File: config.mk
export PLATFORM = sky130hd
export DESIGN_NAME = cond_unit
export DESIGN_NICKNAME = d
export VERILOG_FILES = /design/src/rtl/cond_unit.sv
export SDC_FILE = /design/constraint.sdc
export NUM_CORES = 1
export LEC_CHECK = 0
export BUFFER_PORTS_ARGS = -buffer_cell sky130_fd_sc_hd__buf_4
export CORE_UTILIZATION = 35
export DETAILED_ROUTE_END_ITERATION = 10
export PLACE_DENSITY = 0.65
export SLEW_MARGIN = 20
export SYNTH_ARGS = -nofsm -noshare
export SYNTH_HDL_FRONTEND = slang
export SYNTH_SLANG_ARGS = --single-unit
File: constraint.sdc
create_clock -name clk -period 1.9 [get_ports clk]
set_input_delay 0.095 -clock clk [delete_from_list [all_inputs] [get_ports clk]]
set_output_delay 0.095 -clock clk [all_outputs]
set_load 0.02 [all_outputs]
File: src/rtl/cond_unit.sv
// Conditional-execution unit: holds the NZCV flags, evaluates the condition field
// and gates decoder write/branch controls. Define COND_STATS_EN for exec/skip counters.
module cond_unit #(
    parameter int unsigned CNT_W = 16
) (
    input  logic       clk,
    input  logic       rst,
    input  logic       valid,
    input  logic       stall,
    input  logic [3:0] cond,
    input  logic [3:0] alu_flags,
    input  logic [1:0] flag_w,
    input  logic       pcs,
    input  logic       reg_w,
    input  logic       mem_w,
    input  logic       no_write,
    output logic [3:0] flags_q,
    output logic       cond_ex,
    output logic       pc_src,
    output logic       reg_write,
    output logic       mem_write
`ifdef COND_STATS_EN
    ,
    output logic [CNT_W-1:0] exec_cnt,
    output logic [CNT_W-1:0] skip_cnt
`endif
);

    localparam logic [3:0] COND_EQ = 4'b0000;
    localparam logic [3:0] COND_NE = 4'b0001;
    localparam logic [3:0] COND_CS = 4'b0010;
    localparam logic [3:0] COND_CC = 4'b0011;
    localparam logic [3:0] COND_MI = 4'b0100;
    localparam logic [3:0] COND_PL = 4'b0101;
    localparam logic [3:0] COND_VS = 4'b0110;
    localparam logic [3:0] COND_VC = 4'b0111;
    localparam logic [3:0] COND_HI = 4'b1000;
    localparam logic [3:0] COND_LS = 4'b1001;
    localparam logic [3:0] COND_GE = 4'b1010;
    localparam logic [3:0] COND_LT = 4'b1011;
    localparam logic [3:0] COND_GT = 4'b1100;
    localparam logic [3:0] COND_LE = 4'b1101;
    localparam logic [3:0] COND_AL = 4'b1110;

    if (CNT_W < 1) begin : g_cnt_w_check
        $error("cond_unit: CNT_W must be at least 1");
    end

    logic flag_n;
    logic flag_z;
    logic flag_c;
    logic flag_v;
    logic flag_upd_c;

    assign flag_n = flags_q[3];
    assign flag_z = flags_q[2];
    assign flag_c = flags_q[1];
    assign flag_v = flags_q[0];

    // Condition decode against the stored (previous-instruction) flags only.
    always_comb begin
        cond_ex = 1'b0;
        case (cond)
            COND_EQ: cond_ex = flag_z;
            COND_NE: cond_ex = ~flag_z;
            COND_CS: cond_ex = flag_c;
            COND_CC: cond_ex = ~flag_c;
            COND_MI: cond_ex = flag_n;
            COND_PL: cond_ex = ~flag_n;
            COND_VS: cond_ex = flag_v;
            COND_VC: cond_ex = ~flag_v;
            COND_HI: cond_ex = flag_c & ~flag_z;
            COND_LS: cond_ex = ~flag_c | flag_z;
            COND_GE: cond_ex = (flag_n == flag_v);
            COND_LT: cond_ex = (flag_n != flag_v);
            COND_GT: cond_ex = ~flag_z & (flag_n == flag_v);
            COND_LE: cond_ex = flag_z | (flag_n != flag_v);
            COND_AL: cond_ex = 1'b1;
            default: cond_ex = 1'b0;
        endcase
    end

    assign pc_src    = pcs & cond_ex & valid;
    assign reg_write = reg_w & ~no_write & cond_ex & valid;
    assign mem_write = mem_w & cond_ex & valid;

    assign flag_upd_c = valid & ~stall & cond_ex;

    // NZ and CV halves update independently under flag_w.
    always_ff @(posedge clk) begin
        if (!rst) begin
            flags_q <= 4'b0000;
        end else if (flag_upd_c) begin
            if (flag_w[1]) begin
                flags_q[3:2] <= alu_flags[3:2];
            end
            if (flag_w[0]) begin
                flags_q[1:0] <= alu_flags[1:0];
            end
        end
    end

`ifdef COND_STATS_EN
    localparam logic [CNT_W-1:0] CNT_MAX = '1;

    // Saturating counts of executed and skipped valid instructions.
    always_ff @(posedge clk) begin
        if (!rst) begin
            exec_cnt <= '0;
            skip_cnt <= '0;
        end else if (valid && !stall) begin
            if (cond_ex) begin
                if (exec_cnt != CNT_MAX) begin
                    exec_cnt <= exec_cnt + CNT_W'(1);
                end
            end else begin
                if (skip_cnt != CNT_MAX) begin
                    skip_cnt <= skip_cnt + CNT_W'(1);
                end
            end
        end
    end
`endif

endmodule

==> results of run 1 <==
==> through the flow <==
| stage | hold slack [ns] | instance area [um^2] | power, mW | setup WS [ns] | instances |
|---|---|---|---|---|---|
| floorplan | 0.237 | 477 | 0.152 | 0.113 | 59 |
| global placement | 0.355 | 654 | 0.196 | 0.105 | 94 |
| detailed placement | 0.361 | 654 | 0.197 | 0.105 | 94 |
| CTS | 0.0979 | 711 | 0.313 | 0.00514 | 99 |
| global route | 0.121 | 743 | 0.333 | -0.0964 | 99 |
| finish | 0.105 | 743 | 0.311 | -0.00417 | 99 |
==> critical path: cells and delay by family, from the launching register on <==
family,cells,cell delay [ns]
AOI/OAI and AO/OA,3,0.57
and+or+nand+nor,2,0.52
DFF,1,0.37
buffers and inverters,1,0.12
==> path summary, 6_finish.rpt <==
kind / from / to / cells after the start
worst min-delay path: alu_flags[3] / flags_q[3]$_SDFFE_PN0P_ / 3
worst min register to register: flags_q[2]$_SDFFE_PN0P_ / flags_q[2]$_SDFFE_PN0P_ / 2
worst max-delay path: flags_q[0]$_SDFFE_PN0P_ / reg_write / 6
worst max register to register: flags_q[0]$_SDFFE_PN0P_ / flags_q[3]$_SDFFE_PN0P_ / 6
==> Yosys cell counts, types with 2 or more instances <==
library cell	n
sky130_fd_sc_hd__nand3b_1	3
sky130_fd_sc_hd__nor3_1	2
sky130_fd_sc_hd__inv_1	2
sky130_fd_sc_hd__and2b_2	2
sky130_fd_sc_hd__nand2_1	9
sky130_fd_sc_hd__a31oi_1	3
sky130_fd_sc_hd__and4bb_2	2
sky130_fd_sc_hd__xnor2_1	3
sky130_fd_sc_hd__dfxtp_1	4
sky130_fd_sc_hd__and2_1	2
sky130_fd_sc_hd__mux2i_1	4
==> per-layer routing <==
metal,vias to the layer above,global-route usage (%),share of wire (%)
met1,238,24.1,45
met4,0,12.9,1.8
met5,-,0,0
li1,267,-,-
met2,16,27.9,50
met3,2,1.73,3.7
==> power by group through the flow <==
stage	logic (mW)	clock network [mW]	registers, mW
3_5_place_dp	0.106	0	0.0916
5_1_grt	0.128	0.117	0.0892
2_1_floorplan	0.0594	0	0.0925
4_1_cts	0.111	0.112	0.0898
6_report	0.117	0.106	0.0888
3_3_place_gp	0.105	0	0.0914
==> area by class of cell <==
cell class	count	area (um^2)	share of cell area, %
sequential	4	88.8	12.0
clock buffer	3	22.5	3.03
tap	14	17.5	2.36
multi-input combinational	49	393	52.9
timing repair buffer	27	214	28.8
inverter	2	7.51	1.01
==> repair_timing <==
item / CTS / global route
gates resized for setup: 5 / 8
setup buffers: 2 / 0
pin swaps: 3 / 6
endpoints found under the setup margin: 3 / 5
==> cells by family (layout without fill, tap and decap cells) <==
group                  count (synthesis)  in the layout  synth area share, %
flip-flops                             4              4                 16.8
buffers and inverters                  6             32                 7.35
AO/OA/AOI/OAI                         11             11                 17.6
XOR/XNOR                               4              4                 7.35
AND/OR/NAND/NOR                       30             30                 42.5
multiplexers                           4              4                 8.40
==> results summary, run 1 <==
Cell internal power was estimated by the tool at between 200 and 250 uW. The average wire per standard cell came out at 11.8 um. The number of enable flip-flop cells after synthesis is 0. The top cell types in the final layout, fill and taps aside, are sky130_fd_sc_hd__buf_4 (24), sky130_fd_sc_hd__nand2_1 (9), sky130_fd_sc_hd__mux2i_1 (4). The synthesized netlist net count came out at 77. Per report_power, the combinational group accounts for between 30% and 40% of the total.

The actual slew at the worst max-slew pin came out at about 0.34 ns. The count of input and output buffers came out at 25. Yosys attributes the largest share of cell area to sky130_fd_sc_hd__dfxtp_1 (17%), sky130_fd_sc_hd__mux2i_1 (8.4%), sky130_fd_sc_hd__nand2_1 (7.1%). Summing every instance area after synthesis gives between 400 and 500 um^2.

In this run the power density over the cells is roughly 420 nW/um^2. The worst setup path is of the reg2out kind. The largest stage delay on the critical path is 0.37 ns. The post-synthesis sequential element count is 4.

Summed over all layers, the routed wires come to 1170 um. The net count of the finished layout is around 110. The most used flip-flop cell after synthesis is sky130_fd_sc_hd__dfxtp_1. The setup slack of the worst register-to-register path is 0.19 ns. Clock tree synthesis selected as its root buffer the cell sky130_fd_sc_hd__clkbuf_4.

The leading area contributor after synthesis is sky130_fd_sc_hd__dfxtp_1. The peak supply drop is 0.000370 V. The count of maximum capacitance violations is 0. The clock group share of total power is 34.0%. The run finished, with violations left. Across all layers, the routed design uses 523 vias. TritonCTS built the clock tree. Counting every sink on the clock net gives 4.

The top register by number of flip-flops is flags_q. The number of endpoints with negative hold slack in the final report is 0. Setup repair after global routing could not meet its margin everywhere.

For this run, the number of Yosys warnings is 0. The number of buffers added to fix hold violations after cts is 0. The maximum number of pins on one net before global-route repair is 16. The critical path data required time is 1.80 ns. The number of design-rule violations left by the first detailed-router iteration is 0. Leaving out fill and tap cells, the most frequent cell in the layout is sky130_fd_sc_hd__buf_4. The share of the cycle needed by the critical path after routing came out at 100%. In the final layout, the registers with the most flip-flops are flags_q: 4 flops. Measured against its own limit, the worst slew margin works out to slightly below 80%.

The register with the most flip-flops in the layout has 4 of them. STA classifies the critical path startpoint as a flip-flop. The share of synthesized area in the top cell type comes to about 17%. The vias per cell is 5.28.

The sequential element share of the synthesized area is 16.8%. The total global routing track utilization is 18.5%. The overall overflow remaining after global route came out at 0. The number of diodes added for antenna fixing came out at 0. The final-report setup violation count is 1. The cell count after synthesis came out at 59. The post-route setup TNS came out at -0.00417 ns.

The full die area came out at 1510 um^2. The number of buffers on the longest clock path came out at 2. The first global-routing pass estimated between 1500 and 2000 um of wire.

The clock-pin slew on the worst setup and hold paths came out at roughly 0.04 ns. Derived from the worst setup path, the maximum achievable clock frequency is 525 MHz. The post-layout utilization of the core came out at 62.7%. The placeable core area came out at 1190 um^2.

The total of fill cells in the finished design came out at 117. The total number of H-tree levels is 1. The slowest stage of the critical path belongs to the cell sky130_fd_sc_hd__dfxtp_4. The relative area change from synthesis to final layout came out at 55.9%. The share of final-layout standard cells stronger than drive strength 1 is 54.1%. The DRC violations left came out at 0.

The total leakage power came out at 0.319 nW. The horizontal extent of the die came out at 38.9 um. The routed design could run at a clock period as short as 1.90 ns. The number of pins with negative max-slew slack in the final report is 0. The starting utilization of the core area came out at 40.2%. The part of the power in registers came out at about 28%. The final reports fail on setup timing.

The path class of the lowest-slack min-delay path is in2reg. Clock skew on the completed layout was measured at ~0.0024 ns. The top-level I/O count came out at 26. The initial antenna violation count came out at 0. The slack of the critical path came out at -0.00417 ns. The total iterations of the first detailed-routing run came out at 1. The routability congestion estimate from global placement came out at between 0.7 and 0.8. The type of destination of the critical path is an output pin. The critical path goes through and4bb_2 -> a211oi_2 -> a311o_1 -> a31oi_2 -> and3b_1 -> buf_6. Along the worst path, the maximum fanout reaches 8. The switching part of the total power is 29.5%. The detail route stage leaves a number of antenna-violating nets equal to 0. The number of global-route vias before repair came out at 447. The share of flip-flops with an asynchronous set or reset is 0%. The number of buffers added by the clock tree synthesis step came out at 3.

The post-synthesis cell type count came out at 34. The endpoint arrival time on the critical path came out at 1.81 ns. The mean instance size in the synthesized netlist is 8.08 um^2. The worst-skew pair later-pin latency came out at 0.24 ns.

In this run the core area contains 12 standard-cell rows. Summed over all nets, the half-perimeter wirelength after detailed placement is 893 um. For this design the total switching power over the nets is 92.0 uW. The y dimension of the die is 38.9 um.
No activity file was read; power rests on OpenSTA's default activity.
==> inputs of run 2 (changes only) <==
--- a/config.mk
+++ b/config.mk
@@ -6,9 +6,13 @@
 export NUM_CORES = 1
 export LEC_CHECK = 0
 export BUFFER_PORTS_ARGS = -buffer_cell sky130_fd_sc_hd__buf_4
-export CORE_UTILIZATION = 35
+export CELL_PAD_IN_SITES_DETAIL_PLACEMENT = 1
+export CELL_PAD_IN_SITES_GLOBAL_PLACEMENT = 2
+export CORE_ASPECT_RATIO = 1.4
+export CORE_UTILIZATION = 22
 export DETAILED_ROUTE_END_ITERATION = 10
-export PLACE_DENSITY = 0.65
+export MAX_ROUTING_LAYER = met4
+export PLACE_DENSITY_LB_ADDON = 0.1
 export SLEW_MARGIN = 20
 export SYNTH_ARGS = -nofsm -noshare
 export SYNTH_HDL_FRONTEND = slang
==> run 2 against run 1 <==
Against the previous run:
- the flow now finishes without violations
- register-to-register slack worse by 0.08 ns
- worst hold slack better by 0.0099 ns
- clock skew is 0.0024 ns higher
- first-iteration DRC count is 2 higher
- largest power group unchanged
- highest routed layer is now met3
==> results summary, run 2 (synthesized netlist as in run 1, its figures left out) <==
The share of the cycle needed by the critical path after routing is between 90% and 100%. The HPWL after detailed placement is between 1000 and 1500 um. The worst setup path is launched from a flip-flop.

The peak supply drop is 0.000284 V. The worst path meets setup with 0.0108 ns of slack. Leaving out fill and tap cells, the most frequent cells in the layout are sky130_fd_sc_hd__buf_4 (26), sky130_fd_sc_hd__nand2_1 (9), sky130_fd_sc_hd__mux2i_1 (4).

The final period demand of the worst path came out at about 1.9 ns. The number of pins with negative max-slew slack in the final report is 0. The maximum fanout along the worst path came out at 7. Clock-pin slew was measured on the worst setup and hold paths at 0.04 ns. The average wire per standard cell is 12.2 um.

The ratio of total power to cell area is 405 nW/um^2. The placeable core area is 2000 um^2. The post-layout total power came out at 312 uW. The number of flip-flops in the largest register came out at 4. At the pin with the least slew margin, the transition time is between 0.3 and 0.4 ns. The maximum number of pins on one net before global-route repair came out at 16.

The critical path class is reg2out. For this design, the sink count on the clock tree is 4. Measured against its own limit, the worst slew margin works out to 78.3%. The total leakage power came out at 0.327 nW. The type of destination of the critical path is an output pin. The number of design-rule violations left by the first detailed-router iteration came out at 2. The number of buffers added by the clock tree synthesis step came out at 3. The routability congestion estimate from global placement is ~0.61. More flip-flops sit in one register than any other, and that register is flags_q.

Across the run, the number of max-cap violations was 0. The full die area came out at 2360 um^2. Global routing finished with a remaining overflow of 0. On the final layout, the worst hold slack is 0.115 ns.

The wire length of the first global-routing pass came out at 2160 um. The path class of the tightest hold or removal check is in2reg. The top-level I/O count came out at 26. The number of nets with antenna violations after detailed routing came out at 0.

For this run, design rule violations remaining after detail routing come to 0. The total detailed-routing wirelength came out at ~1300 um. Setup repair after global routing could not meet its margin everywhere.

The run finished with clean final reports. The total iterations of the first detailed-routing run is 2. The count of input and output buffers came out at 25.

The number of buffers on the longest clock path came out at 2. The number of endpoints with negative hold slack in the final report is 0. The total number of H-tree levels is 1.

The share of final-layout standard cells stronger than drive strength 1 came out at 55.8%. The starting utilization of the core area came out at 23.9%. The critical path data required time came out at 1.80 ns. The vias per cell came out at just under 5.

The total global routing track utilization came out at 13.1%. The number of global-route vias before repair is 511. Timing analysis after detailed placement gives a worst setup slack of between 0.08 and 0.09 ns.

The final-report setup violation count came out at 0. The top achievable clock speed came out at around 530 MHz. The endpoint arrival time on the critical path is 1.79 ns. The y dimension of the die is 57.1 um. The placement row count came out at 19. The number of diodes added for antenna fixing came out at 0. The relative area change from synthesis to final layout came out at 61.9%.

The library cell used most frequently in the layout, excluding fill and tap cells, is sky130_fd_sc_hd__buf_4. The initial antenna violation count is 0. The TritonCTS clock tree is done. The die is 41.3 um wide. The count of nets after finishing is 106.

The largest clock skew in the final design came out at 0.00478 ns. The clock reaches the later pin of the worst-skew pair after 0.23 ns. CTS placed an instance of sky130_fd_sc_hd__clkbuf_4 at the clock tree root.

The largest registers in the layout are flags_q: 4 flops. Across all layers, the routed design uses 527 vias.
## run 2: cell count changes in the layout (fill, tap and decap cells not counted), sizes merged
| cell | before | now |
|---|---|---|
| buf | 27 | 28 |
## run 2: routing by layer
metal	share of wire (%)	vias up	global-route usage (%)
met5	0	-	-
li1	-	272	-
met2	54	10	19.4
met1	44	245	17.1
met4	0	0	6.91
met3	2.3	0	1.17
## run 2: critical path: stages, from the launching register on
cell                       delay [ns]
sky130_fd_sc_hd__dfxtp_4         0.36
sky130_fd_sc_hd__and4bb_2        0.31
sky130_fd_sc_hd__a211oi_2        0.05
sky130_fd_sc_hd__a311o_1         0.36
sky130_fd_sc_hd__a31oi_2         0.17
sky130_fd_sc_hd__and3b_1         0.18
sky130_fd_sc_hd__buf_4           0.14
## run 2: worst paths after layout
path	start	endpoint	slack (ns)	cells after the start
worst min-delay path	alu_flags[2]	flags_q[2]$_SDFFE_PN0P_	0.12	3
worst max-delay path	flags_q[0]$_SDFFE_PN0P_	reg_write	0.01	6
worst min register to register	flags_q[2]$_SDFFE_PN0P_	flags_q[2]$_SDFFE_PN0P_	0.51	2
worst max register to register	flags_q[0]$_SDFFE_PN0P_	flags_q[3]$_SDFFE_PN0P_	0.11	6
## run 2: repair_timing
item                                    in CTS  in global routing
endpoints found under the setup margin       3                  5
buffers inserted                             2                  1
hold buffers                                 0                  0
pin swaps                                    2                  3
gates resized for setup                      7                  7
## run 2: cell type report
class                           instances  area (um^2)
Timing Repair Buffer                   28          218
Fill cell                             247         1220
Multi-Input combinational cell         49          409
Tap cell                               21         26.3
Clock buffer                            3         22.5
Inverter                                2         7.51
Sequential cell                         4         88.8
## run 2: through the flow
stage,setup TNS (ns),instance area (um^2),cells,utilization [%]
final,0,772,107,38.7
after global routing,-0.217,772,107,38.7
after CTS,0,733,106,36.7
after detailed placement,0,663,101,33.2
after global placement,0,663,101,33.2
after floorplan,0,477,59,-
## run 2: report_power, final
group,switching [mW],total [mW],internal [mW]
Clock,0.0325,0.103,0.0705
Sequential,0.00410,0.0887,0.0846
Combinational,0.0547,0.121,0.0660
Total,0.0913,0.312,0.221
==> inputs of run 3 (changes only) <==
--- a/config.mk
+++ b/config.mk
@@ -11,6 +11,7 @@
 export CORE_ASPECT_RATIO = 1.4
 export CORE_UTILIZATION = 22
 export DETAILED_ROUTE_END_ITERATION = 10
+export GPL_TIMING_DRIVEN = 0
 export MAX_ROUTING_LAYER = met4
 export PLACE_DENSITY_LB_ADDON = 0.1
 export SLEW_MARGIN = 20
==> run 3 against run 2 <==
Against the previous run:
- design area increased by 6.5%
- sequential power is 0.7% higher
- largest power group unchanged
- critical path depth is the same
==> results summary, run 3 (synthesized netlist as in run 1, its figures left out) <==
The flow ran to the end, and the final reports show no timing, DRC or antenna violations. Counting every sink on the clock net gives 4. The largest stage delay on the critical path came out at 0.36 ns.

The root buffer cell chosen for the clock tree is sky130_fd_sc_hd__clkbuf_4. The area of all sequential standard cells came out at between 80 and 90 um^2. Cells with a size suffix above 1 make up 59.6% of the layout. The first global-routing pass estimated 2390 um of wire. The number of nets with antenna violations after detailed routing is 0.

The path class of the lowest-slack min-delay path is in2reg. Leaving out fill and tap cells, the most frequent cells in the layout are sky130_fd_sc_hd__buf_4 (24), sky130_fd_sc_hd__nand2_1 (9), sky130_fd_sc_hd__buf_6 (6). The total iterations of the first detailed-routing run came out at 2. After floorplanning, the core was sized to cover 2000 um^2. Routability-driven placement finished with a final weighted congestion of 0.644. Between clock sinks in the finished design, the worst skew comes to roughly 0.0012 ns. For the pin with the worst max-slew slack, the measured transition is 0.320 ns.

For this run, design rule violations remaining after detail routing come to 0. For the final routed database, the setup TNS stands at 0 ns. Across every metal layer, demand over resource in global routing totals between 10% and 20%. The total of fill cells in the finished design is 251.

The cell with the largest stage delay on the worst path is sky130_fd_sc_hd__dfxtp_4. For the worst-skew pair, the clock arrives at the later sink with an insertion delay of 0.24 ns. The initial antenna violation count came out at 0.

The number of vias in the routed layout came out at ~560. The horizontal extent of the die is 41.3 um. The setup slack of the worst register-to-register path came out at 0.08 ns.

The final period demand of the worst path is 1.89 ns. After detailed routing, the average wire length per cell comes to roughly 13 um. STA classifies the critical path startpoint as a flip-flop.

The worst hold path begins at alu_flags[3]. TritonCTS created 3 clock buffers. Setup repair after global routing could not meet its margin everywhere.

The placed standard-cell area came out at 683 um^2. The type of destination of the critical path is an output pin. The y dimension of the die came out at roughly 57 um.

The setup slack after placement is 0.0219 ns. The top-level I/O count is 26. In this run the static leakage power is 0.347 nW. The count of nets after finishing came out at 109. The vias per cell is 5.13. Based on the critical path, the design can be clocked at up to about 530 MHz. The setup path with the least slack is of type reg2out. The slack of the critical path came out at 0.00519 ns. The total detailed-routing wirelength is 1470 um.

The post-DP HPWL is between 1000 and 1500 um. Entering global routing, the biggest net connects 11 pins. The worst-case headroom to the max-slew limit came out at 78.6%. The met2 routing resource usage after global routing came out at 24.3%. The count of input and output buffers came out at 24. After clock tree synthesis, the clock-pin slew on the worst setup and hold paths is 0.03 ns. The maximum fanout along the worst path came out at 7.

The largest registers in the layout are flags_q: 4 flops. The endpoint arrival time on the critical path came out at 1.80 ns. The relative area change from synthesis to final layout is 72.4%. The footprint of the multi-input gates is 425 um^2. The number of global-route vias before repair is around 550. The number of diodes added for antenna fixing came out at 0.

In this run the critical register-to-register path is launched from flags_q[1]$_SDFFE_PN0P_. With fillers left out, the area of the finished cells amounts to 822 um^2. The count of maximum capacitance violations is 0.

The share of the cycle needed by the critical path after routing is 99.7%. Hold is met by 0.103 ns. The number of design-rule violations left by the first detailed-router iteration is 1. For the worst setup path, the data required time is 1.80 ns.

The number of endpoints with negative hold slack in the final report is 0. The number of buffers added to fix hold violations after cts came out at 0. The non-filler instance count after layout came out at 110. The post-layout utilization of the core came out at 41.2%. Power comes to 327 uW. The number of buffers on the longest clock path is 2. The number of flip-flops in the largest register is 4. Walking the worst path, the cells encountered are and4bb_2 -> a211oi_2 -> a311o_1 -> a31oi_2 -> and3b_1 -> buf_6. The post-placement cell count came out at approximately 100. The peak supply drop came out at 0.000308 V. The ratio of total power to cell area came out at roughly 400 nW/um^2. In the global route stage, met1 resource usage came out at 16.5%. In this run the number of H-tree levels came out at 1. Global routing consumed, on the met3 layer, 2.33% of the routing resources. The end of the worst register-to-register path is flags_q[2]$_SDFFE_PN0P_. For the worst flop-to-flop path, the logic depth is 7.

The starting utilization of the core area came out at 23.9%. More flip-flops sit in one register than any other, and that register is flags_q. Setup violations remaining at the end of the flow were counted as 0. The terminating pin of the worst hold path is flags_q[3]$_SDFFE_PN0P_. The number of pins with negative max-slew slack in the final report is 0. The overall overflow remaining after global route is 0. The cell depth of the worst min-delay path came out at 3. TritonCTS built the clock tree. Leaving out fill and tap cells, the most frequent cell in the layout is sky130_fd_sc_hd__buf_4. The full die area came out at 2360 um^2.

The layer flagged by global routing as most heavily used is met2. The floorplan has 19 rows.
run 3: changes by cell type in the layout (fill, tap and decap cells not counted), sizes merged:
cell,previous run,this run
buf,28,31
run 3: cell type report:
cell class | instances | share of cell area [%]
tap | 21 | 3.20
timing repair buffer | 28 | 27.9
inverter | 2 | 0.913
buffer | 3 | 2.74
sequential | 4 | 10.8
multi-input combinational | 49 | 51.8
clock buffer | 3 | 2.74
run 3: what timing repair did:
action / in CTS / in global routing
endpoints found under the setup margin: 3 / 5
pin swaps: 4 / 5
resized for setup: 11 / 12
buffers inserted: 2 / 2
run 3: worst max path at each step:
stage | start | endpoint | slack, ns | cells past startpoint
floorplan | flags_q[3]$_SDFFE_PN0P_ | reg_write | 0.11 | 6
global placement | flags_q[3]$_SDFFE_PN0P_ | reg_write | 0.07 | 7
detailed placement | flags_q[3]$_SDFFE_PN0P_ | reg_write | 0.02 | 7
CTS | flags_q[3]$_SDFFE_PN0P_ | reg_write | -0.04 | 7
global route | flags_q[0]$_SDFFE_PN0P_ | reg_write | -0.12 | 6
finish | flags_q[0]$_SDFFE_PN0P_ | reg_write | 0.005 | 6
run 3: per-layer routing:
layer / vias to the layer above / share of wire, %
li1: 275 / -
met1: 273 / 39
met2: 13 / 56
met3: 3 / 2.9
met4: 0 / 1.9
met5: - / 0
run 3: report_power, final:
part	switching, mW	internal (mW)	leakage (nW)
sequential	0.00461	0.0847	0.0344
combinational	0.0585	0.0741	0.298
clock	0.0343	0.0706	0.0138
total	0.0975	0.229	0.347
run 3: worst max-delay path, delay by kind of cell, from the launching register on:
| family | cells | cell delay (ns) |
|---|---|---|
| AOI/OAI and AO/OA | 3 | 0.57 |
| and+or+nand+nor | 2 | 0.52 |
| DFF | 1 | 0.36 |
| buffers and inverters | 1 | 0.12 |
